==> src/rtl/demux_pkg.sv <==
// Shared types and helpers for the registered 1-to-4 stream demultiplexer.
package demux_pkg;

    typedef logic [1:0] sel_t;

    localparam int NUM_OUT = 4;

    typedef enum logic {
        SLOT_EMPTY = 1'b0,
        SLOT_FULL  = 1'b1
    } slot_state_e;

    function automatic logic [NUM_OUT-1:0] sel_decode(input sel_t sel);
        logic [NUM_OUT-1:0] onehot;
        onehot      = {NUM_OUT{1'b0}};
        onehot[sel] = 1'b1;
        return onehot;
    endfunction

endpackage

==> src/rtl/demux_slot.sv <==
// One-entry output slot: holds a word until its consumer takes it and counts
// completed handshakes on this output.
module demux_slot
    import demux_pkg::*;
#(
    parameter int N     = 64,
    parameter int CNT_W = 16
) (
    input  logic             i_clk,
    input  logic             i_rst_n,
    input  logic             i_load,
    input  logic [N-1:0]     i_data,
    input  logic             i_ready,
    input  logic             i_clr,
    output logic             o_valid,
    output logic [N-1:0]     o_data,
    output logic [CNT_W-1:0] o_cnt
);

    slot_state_e      state_r;
    slot_state_e      state_s;
    logic [N-1:0]     data_r;
    logic [CNT_W-1:0] cnt_r;
    logic             drain_s;

    // State register.
    always_ff @(posedge i_clk or negedge i_rst_n) begin
        if (!i_rst_n) begin
            state_r <= SLOT_EMPTY;
        end else begin
            state_r <= state_s;
        end
    end

    // Next state: a load always leaves the slot full, even when it drains on the same edge.
    always_comb begin
        state_s = state_r;
        case (state_r)
            SLOT_EMPTY: begin
                if (i_load) begin
                    state_s = SLOT_FULL;
                end else begin
                    state_s = SLOT_EMPTY;
                end
            end
            SLOT_FULL: begin
                if (i_ready && !i_load) begin
                    state_s = SLOT_EMPTY;
                end else begin
                    state_s = SLOT_FULL;
                end
            end
            default: begin
                state_s = SLOT_EMPTY;
            end
        endcase
    end

    // Output decode: a handshake completes whenever a full slot sees ready.
    always_comb begin
        drain_s = 1'b0;
        case (state_r)
            SLOT_FULL:  drain_s = i_ready;
            SLOT_EMPTY: drain_s = 1'b0;
            default:    drain_s = 1'b0;
        endcase
    end

    // Slot data register; holds its word until a new load replaces it.
    always_ff @(posedge i_clk or negedge i_rst_n) begin
        if (!i_rst_n) begin
            data_r <= {N{1'b0}};
        end else if (i_load) begin
            data_r <= i_data;
        end else begin
            data_r <= data_r;
        end
    end

    // Delivered-word counter; clear wins over a same-cycle increment, wraps naturally.
    always_ff @(posedge i_clk or negedge i_rst_n) begin
        if (!i_rst_n) begin
            cnt_r <= {CNT_W{1'b0}};
        end else if (i_clr) begin
            cnt_r <= {CNT_W{1'b0}};
        end else if (drain_s) begin
            cnt_r <= cnt_r + CNT_W'(1);
        end else begin
            cnt_r <= cnt_r;
        end
    end

    assign o_valid = (state_r == SLOT_FULL);
    assign o_data  = data_r;
    assign o_cnt   = cnt_r;

endmodule

==> src/rtl/demux_4_reg.sv <==
// Registered 1-to-4 stream demultiplexer: routes each accepted word into one of
// four one-entry output slots selected by i_s.
module demux_4_reg
    import demux_pkg::*;
#(
    parameter int N     = 64,
    parameter int CNT_W = 16
) (
    input  logic             i_clk,
    input  logic             i_rst_n,
    input  logic             i_valid,
    output logic             o_ready,
    input  logic [N-1:0]     i_data,
    input  logic [1:0]       i_s,
    output logic [3:0]       o_valid,
    input  logic [3:0]       i_ready,
    output logic [N-1:0]     o_data0,
    output logic [N-1:0]     o_data1,
    output logic [N-1:0]     o_data2,
    output logic [N-1:0]     o_data3,
    output logic [CNT_W-1:0] o_cnt0,
    output logic [CNT_W-1:0] o_cnt1,
    output logic [CNT_W-1:0] o_cnt2,
    output logic [CNT_W-1:0] o_cnt3,
    input  logic             i_clr_cnt
);

    sel_t               sel_s;
    logic [NUM_OUT-1:0] sel_oh_s;
    logic [NUM_OUT-1:0] load_s;
    logic [NUM_OUT-1:0] valid_s;
    logic               ready_s;
    logic [N-1:0]       data_s [NUM_OUT];
    logic [CNT_W-1:0]   cnt_s  [NUM_OUT];

    assign sel_s = i_s;

    // Ready mux and load decode; ready depends only on slot state and consumer ready, never on i_valid.
    always_comb begin
        sel_oh_s = sel_decode(sel_s);
        if (!i_rst_n) begin
            ready_s = 1'b0;
        end else begin
            ready_s = !valid_s[sel_s] || i_ready[sel_s];
        end
        if (i_valid && ready_s) begin
            load_s = sel_oh_s;
        end else begin
            load_s = {NUM_OUT{1'b0}};
        end
    end

    for (genvar k = 0; k < NUM_OUT; k++) begin : g_slot
        demux_slot #(
            .N     (N),
            .CNT_W (CNT_W)
        ) u_slot (
            .i_clk   (i_clk),
            .i_rst_n (i_rst_n),
            .i_load  (load_s[k]),
            .i_data  (i_data),
            .i_ready (i_ready[k]),
            .i_clr   (i_clr_cnt),
            .o_valid (valid_s[k]),
            .o_data  (data_s[k]),
            .o_cnt   (cnt_s[k])
        );
    end

    assign o_ready = ready_s;
    assign o_valid = valid_s;
    assign o_data0 = data_s[0];
    assign o_data1 = data_s[1];
    assign o_data2 = data_s[2];
    assign o_data3 = data_s[3];
    assign o_cnt0  = cnt_s[0];
    assign o_cnt1  = cnt_s[1];
    assign o_cnt2  = cnt_s[2];
    assign o_cnt3  = cnt_s[3];

endmodule

==> config.mk <==
export PLATFORM = sky130hd
export DESIGN_NAME = demux_4_reg
export DESIGN_NICKNAME = d
export VERILOG_FILES = /design/src/rtl/demux_pkg.sv /design/src/rtl/demux_slot.sv /design/src/rtl/demux_4_reg.sv
export SDC_FILE = /design/constraint.sdc
export NUM_CORES = 1
export LEC_CHECK = 0
export ABC_AREA = 1
export CAP_MARGIN = 20
export CORE_MARGIN = 3
export CORE_UTILIZATION = 40
export CTS_CLUSTER_SIZE = 24
export DETAILED_ROUTE_END_ITERATION = 10
export PLACE_DENSITY = 0.71
export SLEW_MARGIN = 20
export SYNTH_ARGS = -nofsm -noshare
export SYNTH_HDL_FRONTEND = slang
export SYNTH_SLANG_ARGS = --single-unit
==> constraint.sdc <==
create_clock -name i_clk -period 4.1 [get_ports i_clk]
set_clock_uncertainty 0.1 [all_clocks]
set_input_delay 0.82 -clock i_clk [delete_from_list [all_inputs] [get_ports i_clk]]
set_output_delay 0.82 -clock i_clk [all_outputs]
set_load 0.05 [all_outputs]
==> impl_results.md <==
- RSZ-0062 raised after global routing: false
- TritonRoute pass-1 iters: 5
- Nets: between 2000 and 2500
- Largest net degree at the start of global routing: 119
- Final Cell Area: 19230 sq um
- Register area share after synthesis: 0.5967
- CP cell instances: clkdlybuf4s50_1 > inv_4 > nand2_1 > nand2_1 > nand2_1 > nand2_2 > a21boi_0 > buf_12
- Cts hold-fix bufs: 0
- Site Rows: 66
- Post-synth top area share: 0.5967
- Max IR drop VDD: 471.5 uV
- Max transition margin: 0.3443
- Initial core utilization: 0.4113
- Clock tree buffer depth: 3
- Pwr per Cell Area: 612.7 nW/um^2
- Syn Area/Cell: 8.429 sq um
- Area growth, synth to finish: 41.53%
- Outcome: finished, final reports clean
- Max-cap violations: 0
- DR DRC count: 0
- #FFs+latches synth: 324
- Buf+Inv Stages, Crit Path: 3
- First-pass GRT wire length: 68.24 mm
- Die width: 190.3 um
- Vias in the first global route: approximately 12000
- Antenna violations before repair: 1
- WS Path Type: input port to output pin
- Drt via density: 4.882
- DR vias: 12097
- DP Area: 17880 sq um
- Synth warn: 0
- Syn_nets: 1690
- Mapped Area: around 14000 sq um
- Detail Route Antenna Nets: 0
- Largest area contributor in the netlist: dfrtp_1
- Min Tclk post-route: 3.284 ns
- Htree depth: 2
- Total clock sinks: 324
- CP Launch Type: input port
- Share of layout cells above drive strength 1: 0.05206
- Endpoints failing hold: 0
- Final setup viols: 0
- Crit. End Element: output pin
- Top cells by area, synth: dfrtp_1 (60%), nand2_1 (25%), nor2_1 (2.5%)
- CTS buffer count: 37
- Cell family with most CP delay: buffers and inverters
- IO Port Bufs: 398
- Initial DRC Count: 684
- Final wirelength: 43.47 mm
- Hpwl dp: 30.08 mm
- Setup_tns: 0 ns
- GRT Total Usage: 0.2368
- Power, Total: 0.01178 W
- Placer Congestion: 0.8693
- CTS root buffer: clkbuf_16
- Core area: 33030 sq um
- CP required: between 3 and 4 ns
- CP Max Fanout: 8
- Max Clk Rate: 0.3045 GHz
- Synth Instances: 1612
- Critical path's slowest cell: clkdlybuf4s50_1
- Post-CTS Resized: 0
- Most Frequent Cell on Critical Path: nand2_1
- Setup Fix Bufs, Post-CTS: 0
- Ant diodes: 0
- Final Max Tran Viols: 0
- Count of cell types in the netlist: 29
- CP arrival: 2.36 ns
- Slew @ Worst Pin: 0.9836 ns
- Die Height: 190.3 um
- Clock transition at path regs: 0.06 ns
- Min-Delay Path Class: input port to asynchronous set/reset pin
- Leakage: 9.478 nW
- Period Utilization, post-route: 0.8009
- GRT overflow: 0
- # IOs: 399
- Die ar.: 36210 sq um
- Clock latency on the worst-skew pair: 0.51 ns
- Routed len/inst: about 18 um
- Largest stage delay on the critical path: 0.69 ns
- CTS tree: yes
[flip-flops by register name, summed over array words and instances, names as in the netlist]
name and cells:
g_slot.u_slot.o_valid 4, g_slot.u_slot.o_data 256, g_slot.u_slot.o_cnt 64
[cells by family (layout without fill, tap and decap cells)]
kind of cell,count (synthesis),in the layout,share of synthesized area
adders and majority gates,4,4,0.003684
DFF,324,324,0.5967
xor gates and xnor gates,2,2,0.001289
AOI/OAI and AO/OA,63,63,0.02385
buffers and inverters,139,563,0.05848
and+or+nand+nor,1080,1080,0.3160
[layout by cell type (no fill, tap or decap), types with 2 or more instances in the layout]
| cell | count |
|---|---|
| nand3_1 | 38 |
| buf_4 | 15 |
| inv_1 | 73 |
| dfrtp_1 | 324 |
| nor2_2 | 2 |
| bufinv_16 | 5 |
| clkinvlp_4 | 2 |
| nand4_1 | 17 |
| nand2_2 | 6 |
| ha_1 | 4 |
| clkbuf_16 | 39 |
| a21oi_1 | 28 |
| o21ai_0 | 32 |
| nor2_1 | 92 |
| xor2_1 | 2 |
| clkdlybuf4s50_1 | 396 |
| clkbuf_8 | 11 |
| nor2_8 | 4 |
| clkbuf_1 | 2 |
| buf_12 | 8 |
| nand2_1 | 888 |
| nor3_1 | 29 |
| clkinv_2 | 8 |
[synthesized netlist by cell type]
cell type,number
nand2_1,888
dfrtp_1,324
nor2_1,92
inv_1,73
nand3_1,38
o21ai_0,32
nor3_1,29
a21oi_1,28
buf_2,20
buf_6,19
nand4_1,17
clkbuf_1,11
buf_4,8
nand2_2,6
buf_8,5
ha_1,4
nor2_8,4
nor2_2,2
xor2_1,2
a21boi_0,1
a31oi_1,1
and3_1,1
buf_12,1
inv_2,1
inv_4,1
nand2_4,1
nand3_4,1
nand3b_1,1
o211a_1,1
[area by class of cell]
class / count / area, sq um
clock buffers: 52 / 1135
clock inverters: 16 / 214.0
fillers: 2890 / 13800
inverters: 75 / 284.0
multi-input cells: 1149 / 4684
flip-flops and latches: 324 / 8108
well taps: 442 / 553.0
repair buffers: 420 / 4252
[path summary, 6_finish.rpt]
kind,from,end,slack (ns),cells after the start
hold reg to reg,g_slot[2].u_slot.o_data[45],g_slot[2].u_slot.o_data[45],0.38,2
max in group asynchronous,i_rst_n,g_slot[2].u_slot.o_data[0],2.16,3
setup reg to reg,g_slot[3].u_slot.o_valid,g_slot[0].u_slot.o_data[21],1.91,9
min in group i_clk,g_slot[2].u_slot.o_data[45],g_slot[2].u_slot.o_data[45],0.38,2
hold / removal,i_rst_n,g_slot[1].u_slot.o_data[12],0.05,1
setup / recovery,i_s[0],o_ready,0.82,8
[report_power, final]
| part | leakage (nW) | switching [W] | internal [W] |
|---|---|---|---|
| sequential | 4.17 | 0.000339 | 0.00376 |
| combinational | 4.64 | 0.00285 | 0.00124 |
| clock | 0.669 | 0.00134 | 0.00225 |
[per-stage QoR]
step / std cells / hold WS [ns] / util / setup slack, ns
after floorplan: 1612 / 0.4244 / - / 0.8478
after global placement: 2410 / 0.3608 / 0.5413 / 0.8589
after detailed placement: 2410 / 0.3639 / 0.5413 / 0.8082
after CTS: 2478 / 0.04417 / 0.5822 / 0.8176
after global routing: 2478 / 0.05051 / 0.5822 / 0.6716
final: 2478 / 0.05487 / 0.5822 / 0.8162
[per-layer routing]
metal / up-vias / GRT usage / wire length [um] / share of wire
li1: 5739 / - / - / -
met1: 5806 / 0.3027 / 17730 / 0.41
met2: 453 / 0.3836 / 20060 / 0.46
met3: 97 / 0.06838 / 3842 / 0.088
met4: 2 / 0.09032 / 1824 / 0.042
met5: - / 0 / 13 / 0.00030
Power figures use the tool's default switching activity.
